**src/rtl/hs_link_monitor_pkg.sv**
```systemverilog
// Shared definitions for the ring link monitor.
// Phase encodings are {req, ack} as sampled on the link.
package hs_link_monitor_pkg;

  localparam logic [1:0] IDLE = 2'b00;
  localparam logic [1:0] REQ  = 2'b10;
  localparam logic [1:0] ACK  = 2'b11;
  localparam logic [1:0] REL  = 2'b01;

endpackage

```
**src/rtl/hs_link_monitor_sync_ff.sv**
```systemverilog
// Multi-flop synchronizer for one asynchronous wire.
// Resets to 0 so the link reads as IDLE after reset.
module sync_ff #(
  parameter int STAGES = 2
) (
  input  logic clk,
  input  logic rst,
  input  logic d,
  output logic q
);

  logic [STAGES-1:0] sr;

  always_ff @(posedge clk or posedge rst) begin
    if (rst) begin
      sr <= '0;
    end else begin
      sr <= {sr[STAGES-2:0], d};
    end
  end

  assign q = sr[STAGES-1];

endmodule

```
**src/rtl/hs_link_monitor.sv**
```systemverilog
// Clock-domain observer for one 4-phase ring link: phase
// tracking, token/error counts, cycle-time stats and stall flag.
module hs_link_monitor
  import hs_link_monitor_pkg::*;
#(
  parameter int CNT_W       = 16,
  parameter int TIMEOUT     = 1024,
  parameter int SYNC_STAGES = 2
) (
  input  logic             clk,
  input  logic             rst,
  input  logic             mon_req,
  input  logic             mon_ack,
  input  logic             mon_err,
  input  logic             clr,
  output logic [CNT_W-1:0] tok_cnt,
  output logic [CNT_W-1:0] err_cnt,
  output logic [CNT_W-1:0] cycle_last,
  output logic [CNT_W-1:0] cycle_min,
  output logic [CNT_W-1:0] cycle_max,
  output logic             cycle_valid,
  output logic             timeout,
  output logic             proto_err
);

  localparam logic [CNT_W-1:0] ONES = '1;
  localparam logic [CNT_W-1:0] LIM  = CNT_W'(TIMEOUT - 1);

  function automatic logic [CNT_W-1:0] sat_inc(
    input logic [CNT_W-1:0] v
  );
    return (v == ONES) ? v : v + 1'b1;
  endfunction

  logic             s_req;
  logic             s_ack;
  logic             s_err;
  logic             p_err;
  logic [1:0]       pair;
  logic [1:0]       state;
  logic [1:0]       nxt_state;
  logic [1:0]       succ;
  logic             moved;
  logic             legal;
  logic             viol;
  logic             ack_rise;
  logic             tok_done;
  logic             err_rise;
  logic             armed;
  logic [CNT_W-1:0] cyc;
  logic [CNT_W-1:0] cyc_p1;
  logic [CNT_W-1:0] idle_cnt;

  sync_ff #(.STAGES(SYNC_STAGES)) u_sync_req (
    .clk (clk),
    .rst (rst),
    .d   (mon_req),
    .q   (s_req)
  );

  sync_ff #(.STAGES(SYNC_STAGES)) u_sync_ack (
    .clk (clk),
    .rst (rst),
    .d   (mon_ack),
    .q   (s_ack)
  );

  sync_ff #(.STAGES(SYNC_STAGES)) u_sync_err (
    .clk (clk),
    .rst (rst),
    .d   (mon_err),
    .q   (s_err)
  );

  assign pair = {s_req, s_ack};

  always_ff @(posedge clk or posedge rst) begin
    if (rst) begin
      state <= IDLE;
      p_err <= 1'b0;
    end else begin
      state <= nxt_state;
      p_err <= s_err;
    end
  end

  // The FSM always adopts what it sees; legality only gates events.
  always_comb begin
    succ = IDLE;
    case (state)
      IDLE:    succ = REQ;
      REQ:     succ = ACK;
      ACK:     succ = REL;
      REL:     succ = IDLE;
      default: succ = IDLE;
    endcase
    nxt_state = pair;
  end

  always_comb begin
    moved    = (pair != state);
    legal    = moved && (pair == succ);
    viol     = moved && !legal;
    ack_rise = legal && (state == REQ);
    tok_done = legal && (state == REL);
    err_rise = s_err && !p_err;
  end

  assign cyc_p1 = sat_inc(cyc);

  always_ff @(posedge clk or posedge rst) begin
    if (rst) begin
      cyc <= '0;
    end else if (ack_rise && !clr) begin
      cyc <= '0;
    end else begin
      cyc <= cyc_p1;
    end
  end

  always_ff @(posedge clk or posedge rst) begin
    if (rst) begin
      tok_cnt     <= '0;
      err_cnt     <= '0;
      cycle_last  <= '0;
      cycle_min   <= ONES;
      cycle_max   <= '0;
      cycle_valid <= 1'b0;
      armed       <= 1'b0;
      proto_err   <= 1'b0;
    end else if (clr) begin
      tok_cnt     <= '0;
      err_cnt     <= '0;
      cycle_last  <= '0;
      cycle_min   <= ONES;
      cycle_max   <= '0;
      cycle_valid <= 1'b0;
      armed       <= 1'b0;
      proto_err   <= 1'b0;
    end else begin
      if (tok_done) tok_cnt <= sat_inc(tok_cnt);
      if (err_rise) err_cnt <= sat_inc(err_cnt);
      if (viol) proto_err <= 1'b1;
      // First ack rise after reset/clear only arms the measurement.
      if (ack_rise) begin
        armed <= 1'b1;
        if (armed) begin
          cycle_last  <= cyc_p1;
          cycle_valid <= 1'b1;
          if (cyc_p1 < cycle_min) cycle_min <= cyc_p1;
          if (cyc_p1 > cycle_max) cycle_max <= cyc_p1;
        end
      end
    end
  end

  always_ff @(posedge clk or posedge rst) begin
    if (rst) begin
      idle_cnt <= '0;
      timeout  <= 1'b0;
    end else if (clr) begin
      idle_cnt <= '0;
      timeout  <= 1'b0;
    end else begin
      idle_cnt <= moved ? '0 : sat_inc(idle_cnt);
      timeout  <= (idle_cnt >= LIM);
    end
  end

endmodule

```
**config.mk**
```make
export PLATFORM = sky130hd
export DESIGN_NAME = hs_link_monitor
export DESIGN_NICKNAME = d
export VERILOG_FILES = /design/src/rtl/hs_link_monitor_pkg.sv /design/src/rtl/hs_link_monitor_sync_ff.sv /design/src/rtl/hs_link_monitor.sv
export SDC_FILE = /design/constraint.sdc
export NUM_CORES = 1
export LEC_CHECK = 0
export CAP_MARGIN = 0
export CELL_PAD_IN_SITES_DETAIL_PLACEMENT = 1
export CELL_PAD_IN_SITES_GLOBAL_PLACEMENT = 1
export CORE_MARGIN = 2
export CORE_UTILIZATION = 48
export CTS_CLUSTER_SIZE = 12
export DETAILED_ROUTE_END_ITERATION = 10
export DONT_BUFFER_PORTS = 1
export PLACE_DENSITY_LB_ADDON = 0.15
export RECOVER_POWER = 25
export SLEW_MARGIN = 20
export SYNTH_ARGS = -nofsm -noshare
export SYNTH_HDL_FRONTEND = slang
export SYNTH_SLANG_ARGS = --single-unit
```
**constraint.sdc**
```tcl
create_clock -name clk -period 5.45 [get_ports clk]
set_input_delay 0.545 -clock clk [delete_from_list [all_inputs] [get_ports clk]]
set_output_delay 0.545 -clock clk [all_outputs]
set_load 0.02 [all_outputs]
```
==> results.cfg, run 1 <==
[timing]
period_needed_ns = 4.718
worst_hold_slack_ns = 0.1407
tightest_slew_ns = 3.137
final_max_slew_viol_count = 71
max_slew_margin = -1.103
max_freq_mhz = 212.0
final.setup_skew_ns = 0.006435
fin_tns_setup_ns = 0
hold_violations = 0
setup_viol = 0
rsz0062_at_grt = false
fin_crit_sh = 0.8656

[worst_setup_path]
rr_startpoint = cyc[0]
reg2reg_slack_ns = 0.73
end_kind = flop
startpoint_type = flop
crit_slowest_cell = a31oi_2
crit_type = reg2reg
arrival_ns = 5.05
cpPeakStageDelay_ns = 0.64
r2r_end = cycle_max[13]
path_cells = ha_1 -> nand3_1 -> nor4_4 -> nor3b_1 -> xnor2_1 -> inv_1 -> ha_1 -> nand4_1 -> nor4_1 -> o211ai_1 -> a31oi_2 -> o21ai_4 -> a211oi_1
reg2reg_depth = 13
crit_top_cell = ha_1
path_max_fanout = 13
crit_required_ns = 5.78

[layout]
drive_gt1_frac = 0.1090
diodes = 0
finalNetCount = 725
syn2layout_area_growth_pct = 12.65

[die]
initial_core_util = 0.4956
coreArea_sq_um = 13350
dieArea_sq_um = 14740
pin_count = 89
rows = 42
die_w_um = 121.4
die_y_um = 121.4

[logic_synthesis]
synth_cell_type_count = 55
ys_ff_latch = 125
syn_area_sq_um = 6615
synth_ff_type = dfrtp_1
synth.top_cell.area_share = 0.4123
yosysSeqAreaShare = 0.4759
synthArstFlopShare = 1.000
syn_area_per_cell_sq_um = 9.714
synth_edf_count = 0
yosys_warnings = 0
yosysTopAreaCell = dfrtp_1
synth_nets = 721
syn_inst = 681
synth_top_cells_by_area = dfrtp_1, ha_1, nor2_1

[placed_design]
numPortBuffers = 0
gp_congestion = 0.8451
dp_hpwl_mm = 12.14

[worst_hold_path]
min-delay-path-class = in2reg
min_from = mon_err
whs_path_depth = 0
whs_endpoint = u_sync_err.sr[0]

[clocking]
path_clk_slew_ns = 0.06
insertion_delay_ns = 0.43
numCtsBuffers = 17
htreeDepth = 4
cts_tree = yes
hold_buffers = 0
cts_sinks = 125
ctsResizeCount = 0
ctsLongestPathBuffers = 2
clockRootBuffer = clkbuf_16
postCtsSetupBuffers = 0

[drt]
dr_wl_met3_um = 709
drtIter0Drc = 238
drt-met1-wl_mm = 7.230
via_per_inst = 5.843
wl_met2_mm = 8.877
drcViolationCount = 0
ant_nets = 0
vias = 5101
routed_wl_mm = 17.31
routedWlPerCell_um = 19.83
top_layer_used = met4
dr.pass1.iters = 4

[global_routing]
grt_pass1_vias = 5456
antenna_found_initial = 0
grtUsageTotal = 0.2495
grt_pass1_wl_mm = 28.29
grt_overflow_total = 0
grt_max_degree = 94

[job]
cap_viol_max_count = 1

[power]
p_leak_uw = 0.003534
powerDensity_nw_per_um2 = 357.2
vdd_drop_max_v = 0.0002572

[run_status]
outcome = complete, but fails checks
failed_checks = capacitance limit, slew limit
-- metal layers --
metal / GRT usage / vias up
li1: - / 2366
met1: 0.2938 / 2588
met2: 0.4357 / 111
met3: 0.06015 / 36
met4: 0.1013 / 0
met5: 0 / -
-- where the power goes --
| group | switching [uW] | internal, uW |
|---|---|---|
| combinational | 269 | 152 |
| clock | 421 | 791 |
| sequential | 57.5 | 972 |
-- critical path: cells and delay by family (launching register included) --
kind                       cells  cell delay, ns
DFF                            1            0.49
AOI/OAI and AO/OA              4            1.41
xor gates and xnor gates       1            0.34
and+or+nand+nor                5            1.61
buffers and inverters          1            0.15
adders and majority gates      2            0.62
-- flip-flops by register name, indices dropped and copies added, names as in the netlist --
signal	cells
cycle_last	16
armed	1
u_sync_req.sr	2
tok_cnt	16
p_err	1
cyc	16
state	2
cycle_min	16
timeout	1
u_sync_err.sr	2
u_sync_ack.sr	2
proto_err	1
cycle_max	16
cycle_valid	1
idle_cnt	16
err_cnt	16
-- logic make-up after synthesis --
| family | share of synthesized area |
|---|---|
| adders and majority gates | 0.06431 |
| DFF | 0.4759 |
| and+or+nand+nor | 0.1973 |
| AOI/OAI and AO/OA | 0.1106 |
| buffers and inverters | 0.04615 |
| muxes | 0.03499 |
| xor gates and xnor gates | 0.07074 |
-- worst max-delay path by stage --
stage | startpoint | endpoint | slack, ns | cells after the start
global route | cyc[0] | cycle_max[13] | 0.37 | 13
global placement | cyc[0] | cycle_max[11] | 1.01 | 13
finish | cyc[0] | cycle_max[13] | 0.73 | 13
CTS | cyc[0] | cycle_max[13] | 0.74 | 13
detailed placement | cyc[0] | cycle_max[13] | 0.77 | 13
floorplan | rst | armed | 1.60 | 1
-- placed cells by master, fill, tap and decap left out, types with 8 or more instances in the layout --
master     count
a211oi_1      17
a21oi_1       27
and3_1         9
and4_1        10
buf_4          8
clkbuf_16     17
dfrtp_1      109
dfstp_2       16
ha_1          34
inv_1         53
mux2i_1       22
nand2_1       51
nand3_1       25
nand4_1       20
nor2_1       113
nor3_1        11
o21ai_0       10
xnor2_1       20
xor2_1        29
-- through the flow --
| step | cells | power (uW) | worst slack [ns] | cell area, sq um | utilization |
|---|---|---|---|---|---|
| after floorplan | 681 | 1312 | 1.604 | 6615 | - |
| after detailed placement | 842 | 1455 | 0.7658 | 6795 | 0.5091 |
| after CTS | 873 | 2679 | 0.7384 | 7433 | 0.5569 |
| final | 873 | 2662 | 0.7324 | 7452 | 0.5583 |
| after global routing | 873 | 2773 | 0.3656 | 7452 | 0.5583 |
| after global placement | 842 | 1429 | 1.012 | 6795 | 0.5091 |
-- cell usage after synthesis, types with 16 or more instances --
cell        n
a211oi_1   17
a21oi_1    27
clkbuf_1   20
dfrtp_1   109
dfstp_2    16
ha_1       34
inv_1      54
mux2i_1    22
nand2_1    51
nand3_1    25
nand4_1    20
nor2_1    113
xnor2_1    20
xor2_1     29
-- area by class of cell --
| type | instances | area, sq um |
|---|---|---|
| clock buffer | 23 | 508.0 |
| clock inverter | 8 | 130.1 |
| fill | 1491 | 5896 |
| inverter | 54 | 203.9 |
| multi-input combinational | 479 | 3182 |
| sequential | 125 | 3148 |
| tap | 176 | 220.2 |
| timing repair buffer | 8 | 60.06 |
(Power assumes the default switching activity.)
==> run 2, diff against run 1 <==
- ABC_CLOCK_PERIOD_IN_PS: not set -> 5450
- CTS_BUF_LIST: not set -> sky130_fd_sc_hd__clkbuf_4
==> results.cfg, run 2 (synthesis gave the netlist of run 1 again) <==
[timing]
fin_tns_setup_ns = 0
tightest_slew_ns = 3.115
period_needed_ns = 4.736
max_slew_margin = -1.088
worst_slack_ns = 0.7139
setup_viol = 0
final_max_slew_viol_count = 71
worst_hold_slack_ns = 0.06586
max_freq_mhz = 211.1
fin_crit_sh = 0.8690
rsz0062_at_grt = false
hold_violations = 0
final.setup_skew_ns = 0.01383

[run_status]
outcome = complete, but fails checks
failed_checks = capacitance limit, slew limit

[placed_design]
dp_hpwl_mm = 12.14
placed_cell_area_sq_um = 6795
place_inst = 842
gp_congestion = 0.8451
place_ws_ns = 0.7658
numPortBuffers = 0

[worst_setup_path]
path_max_fanout = 13
timing.critical_path.buf_inv = 1
crit_required_ns = 5.91
crit_type = reg2reg
critical-path-top-delay-family = simple AND/OR/NAND/NOR gates
path_cells = ha_1 -> nand3_1 -> nor4_4 -> nor3b_1 -> xnor2_1 -> inv_1 -> ha_1 -> nand4_1 -> nor4_1 -> o211ai_1 -> a31oi_2 -> o21ai_4 -> a211oi_1
crit_slowest_cell = a31oi_2
arrival_ns = 5.20
reg2reg_slack_ns = 0.71
end_kind = flop
crit_top_cell = ha_1
cpPeakStageDelay_ns = 0.64
startpoint_type = flop

[drt]
via_per_inst = 5.756
routed_wl_mm = 16.79
drcViolationCount = 0
dr.pass1.iters = 4
vias = 5054
drtIter0Drc = 213
ant_nets = 0
routedWlPerCell_um = 19.12

[die]
rows = 42
coreArea_sq_um = 13350
pin_count = 89
dieArea_sq_um = 14740
die_y_um = 121.4
die_w_um = 121.4
initial_core_util = 0.4956

[layout]
final_cells = 878
seq_area_sq_um = 3148
syn2layout_area_growth_pct = 7.849
multi_input_area_sq_um = 3182
final_common_cell = nor2_1
finalNetCount = 729
layout_common_cells = nor2_1, dfrtp_1, inv_1
fillCellCount = 1522
fin_area_sq_um = 7134
drive_gt1_frac = 0.09986

[power]
powerDensity_nw_per_um2 = 294.9
p_leak_uw = 0.003385
vdd_drop_max_v = 0.0001598

[global_routing]
antenna_found_initial = 1
grt_pass1_vias = 5323
grt_overflow_total = 0
grt_pass1_wl_mm = 27.54
grt_max_degree = 94
grtUsageTotal = 0.2418

[clocking]
cts_sinks = 125
numCtsBuffers = 17
insertion_delay_ns = 0.55
ctsLongestPathBuffers = 2
postCtsSetupBuffers = 0
path_clk_slew_ns = 0.11
htreeDepth = 4
cts_tree = yes
clockRootBuffer = clkbuf_4

[job]
cap_viol_max_count = 1

[worst_hold_path]
min-delay-path-class = in2reg
-- run 2: layer usage --
metal | up-vias | routed length [um] | global-route usage
met5 | - | 0 | 0
met4 | 0 | 448 | 0.09411
met3 | 29 | 673 | 0.06156
met2 | 98 | 8674 | 0.4140
met1 | 2547 | 6995 | 0.2915
li1 | 2380 | - | -
-- run 2: power breakdown --
group / internal, uW / total, uW / switching (uW)
logic: 154 / 422 / 269
registers: 970 / 1030 / 56.3
clock network: 307 / 655 / 349
total: 1430 / 2100 / 673
-- run 2: repair_timing --
item,4_1_cts,5_1_grt
endpoints found under the hold margin,3,1
hold buffers,3,1
resized for setup,0,0
-- run 2: final cells by class --
cell class	instances	area share
Clock inverter	14	0.02140
Sequential cell	125	0.4412
Clock buffer	17	0.01789
Antenna cell	1	0.0003508
Tap cell	176	0.03087
Timing Repair Buffer	12	0.01368
Inverter	54	0.02859
Multi-Input combinational cell	479	0.4460
-- run 2: final timing paths --
check                                 start          endpoint  cells after the start
max                                  cyc[0]     cycle_max[13]                     13
min in group asynchronous               rst       tok_cnt[15]                      1
max in group asynchronous               rst      cycle_max[6]                      2
min reg2reg                u_sync_req.sr[0]  u_sync_req.sr[1]                      0
max reg2reg                          cyc[0]     cycle_max[13]                     13
min                                     clr      cycle_max[9]                      1
-- run 2: metrics by stage --
| step | utilization | power (uW) |
|---|---|---|
| 2_1_floorplan | - | 1312 |
| 4_1_cts | 0.5323 | 2124 |
| 3_3_place_gp | 0.5091 | 1429 |
| 3_5_place_dp | 0.5091 | 1455 |
| 5_1_grt | 0.5345 | 2221 |
| 6_report | 0.5345 | 2104 |
==> run 3, diff against run 2 <==
- SYNTH_HIERARCHICAL: not set -> 1
==> results.cfg, run 3 <==
[layout]
layout_common_cells = dfrtp_1, nor2_1, nand2_1
seq_area_sq_um = 3148
drive_gt1_frac = 0.09444
fin_area_sq_um = 7217
diodes = 0
final_cells = 900
fillCellCount = 1608
final_common_cell = dfrtp_1
syn2layout_area_growth_pct = 8.543
multi_input_area_sq_um = 3174
finalNetCount = 748

[timing]
final.setup_skew_ns = 0.01150
max_freq_mhz = 200.4
fin_crit_sh = 0.9155
period_needed_ns = 4.989
hold_violations = 0
setup_viol = 0
worst_slack_ns = 0.4606
worst_hold_slack_ns = 0.08533
final_max_slew_viol_count = 71
tightest_slew_ns = 3.151
rsz0062_at_grt = false
fin_tns_setup_ns = 0
max_slew_margin = -1.112

[worst_setup_path]
cpPeakStageDelay_ns = 0.77
arrival_ns = 5.43
crit_required_ns = 5.89
crit_slowest_cell = a2111oi_0
crit_type = reg2reg
path_max_fanout = 12
startpoint_type = flop
end_kind = flop
path_cells = ha_1 -> nand3_1 -> nor4_4 -> a21oi_1 -> xnor2_1 -> inv_1 -> ha_1 -> a21o_1 -> a21o_1 -> a2111oi_0 -> o21ai_1 -> a2111oi_0 -> a31oi_1

[placed_design]
place_ws_ns = 0.6614
dp_hpwl_mm = 12.44
placed_cell_area_sq_um = 6813
gp_congestion = 0.8390
place_inst = 863
numPortBuffers = 0

[logic_synthesis]
synth_cell_type_count = 54
ys_ff_latch = 125
syn_area_per_cell_sq_um = 9.471
synth_edf_count = 0
synthArstFlopShare = 1.000
yosysTopAreaCell = dfrtp_1
yosys_warnings = 6
syn_inst = 702
synth.top_cell.area_share = 0.4102
synth_common_cells = dfrtp_1, nor2_1, nand2_1
yosysSeqAreaShare = 0.4735
synth_nets = 742
synth.most_common_cell = dfrtp_1
synth_top_cells_by_area = dfrtp_1, ha_1, dfstp_2
syn_area_sq_um = 6649
synth_ff_type = dfrtp_1

[die]
die_w_um = 121.7
initial_core_util = 0.4846
coreArea_sq_um = 13720
dieArea_sq_um = 14810
die_y_um = 121.7
pin_count = 89
rows = 43

[clocking]
ctsResizeCount = 0
postCtsSetupBuffers = 0
cts_sinks = 125
clockRootBuffer = clkbuf_4
insertion_delay_ns = 0.55
cts_tree = yes
numCtsBuffers = 17
hold_buffers = 5
ctsLongestPathBuffers = 2
htreeDepth = 4
path_clk_slew_ns = 0.11

[run_status]
failed_checks = capacitance limit, slew limit
outcome = complete, but fails checks

[drt]
routed_wl_mm = 17.48
routedWlPerCell_um = 19.42
dr.pass1.iters = 4
drcViolationCount = 0
ant_nets = 0
vias = 5169
via_per_inst = 5.743
drtIter0Drc = 162

[power]
powerDensity_nw_per_um2 = 313.1
p_leak_uw = 0.003353
vdd_drop_max_v = 0.0001647

[global_routing]
antenna_found_initial = 0
grt_pass1_wl_mm = 28.48
grtUsageTotal = 0.2498
grt_max_degree = 87
grt_pass1_vias = 5530
grt_overflow_total = 0

[worst_hold_path]
min-delay-path-class = in2reg

[job]
cap_viol_max_count = 1
run 3: cell types whose count changed after synthesis, sizes merged, moves of 7 or more:
cell	delta
a21oi	+11
a211oi	-9
mux2i	+8
nor2	-10
nand2	+17
nor2b	+7
a2111oi	+7
o21ai	+7
run 3: through the flow:
| stage | total power [uW] | util |
|---|---|---|
| 2_1_floorplan | 1320 | - |
| 3_3_place_gp | 1463 | 0.4966 |
| 3_5_place_dp | 1486 | 0.4966 |
| 4_1_cts | 2280 | 0.5254 |
| 5_1_grt | 2385 | 0.5260 |
| 6_report | 2260 | 0.5260 |
run 3: worst paths after layout:
kind,start,slack (ns),endpoint,cells past startpoint
setup / recovery,cyc[0],0.46,cycle_min[14],13
hold / removal,clr,0.09,cycle_max[0],1
max in group asynchronous,rst,2.99,err_cnt[14],2
setup reg to reg,cyc[0],0.46,cycle_min[14],13
hold reg to reg,u_sync_ack/sr[0],0.36,u_sync_ack/sr[1],0
min in group asynchronous,rst,0.35,u_sync_err/sr[0],2
run 3: worst max-delay path, delay by kind of cell, from the launching register on:
| family | cells | cell delay [ns] |
|---|---|---|
| AO/OA/AOI/OAI | 7 | 2.09 |
| XOR/XNOR | 1 | 0.61 |
| adder cells (fa/ha/maj) | 2 | 0.62 |
| buffers and inverters | 1 | 0.23 |
| flip-flops | 1 | 0.51 |
| AND/OR/NAND/NOR | 2 | 0.84 |
run 3: cell families (layout without fill, tap and decap cells):
group | after synthesis | in the layout | synth area share
adder cells (fa/ha/maj) | 34 | 34 | 0.06398
AO/OA/AOI/OAI | 106 | 106 | 0.1014
flip-flops | 125 | 125 | 0.4735
XOR/XNOR | 43 | 43 | 0.05871
AND/OR/NAND/NOR | 282 | 282 | 0.2030
buffers and inverters | 79 | 97 | 0.04912
multiplexers | 33 | 33 | 0.05024
run 3: layout make-up:
cell class                      count  area share
Multi-Input combinational cell    498      0.4398
Tap cell                          180     0.03121
Sequential cell                   125      0.4362
Timing Repair Buffer               16     0.01872
Inverter                           50     0.02618
Clock inverter                     14     0.03017
Clock buffer                       17     0.01768
run 3: layer usage:
layer | part of all wire | track usage | routed length, um | up-vias
li1 | - | - | - | 2440
met1 | 0.43 | 0.3069 | 7490 | 2603
met2 | 0.51 | 0.4199 | 8834 | 100
met3 | 0.037 | 0.06507 | 652 | 26
met4 | 0.029 | 0.1013 | 502 | 0
met5 | 0 | 0 | 0 | -
run 3: report_power, final:
group          switching, uW  total, uW  internal [uW]
logic                    289        455            166
registers               53.7       1020            969
clock network            372        781            409
total                    715       2260           1540
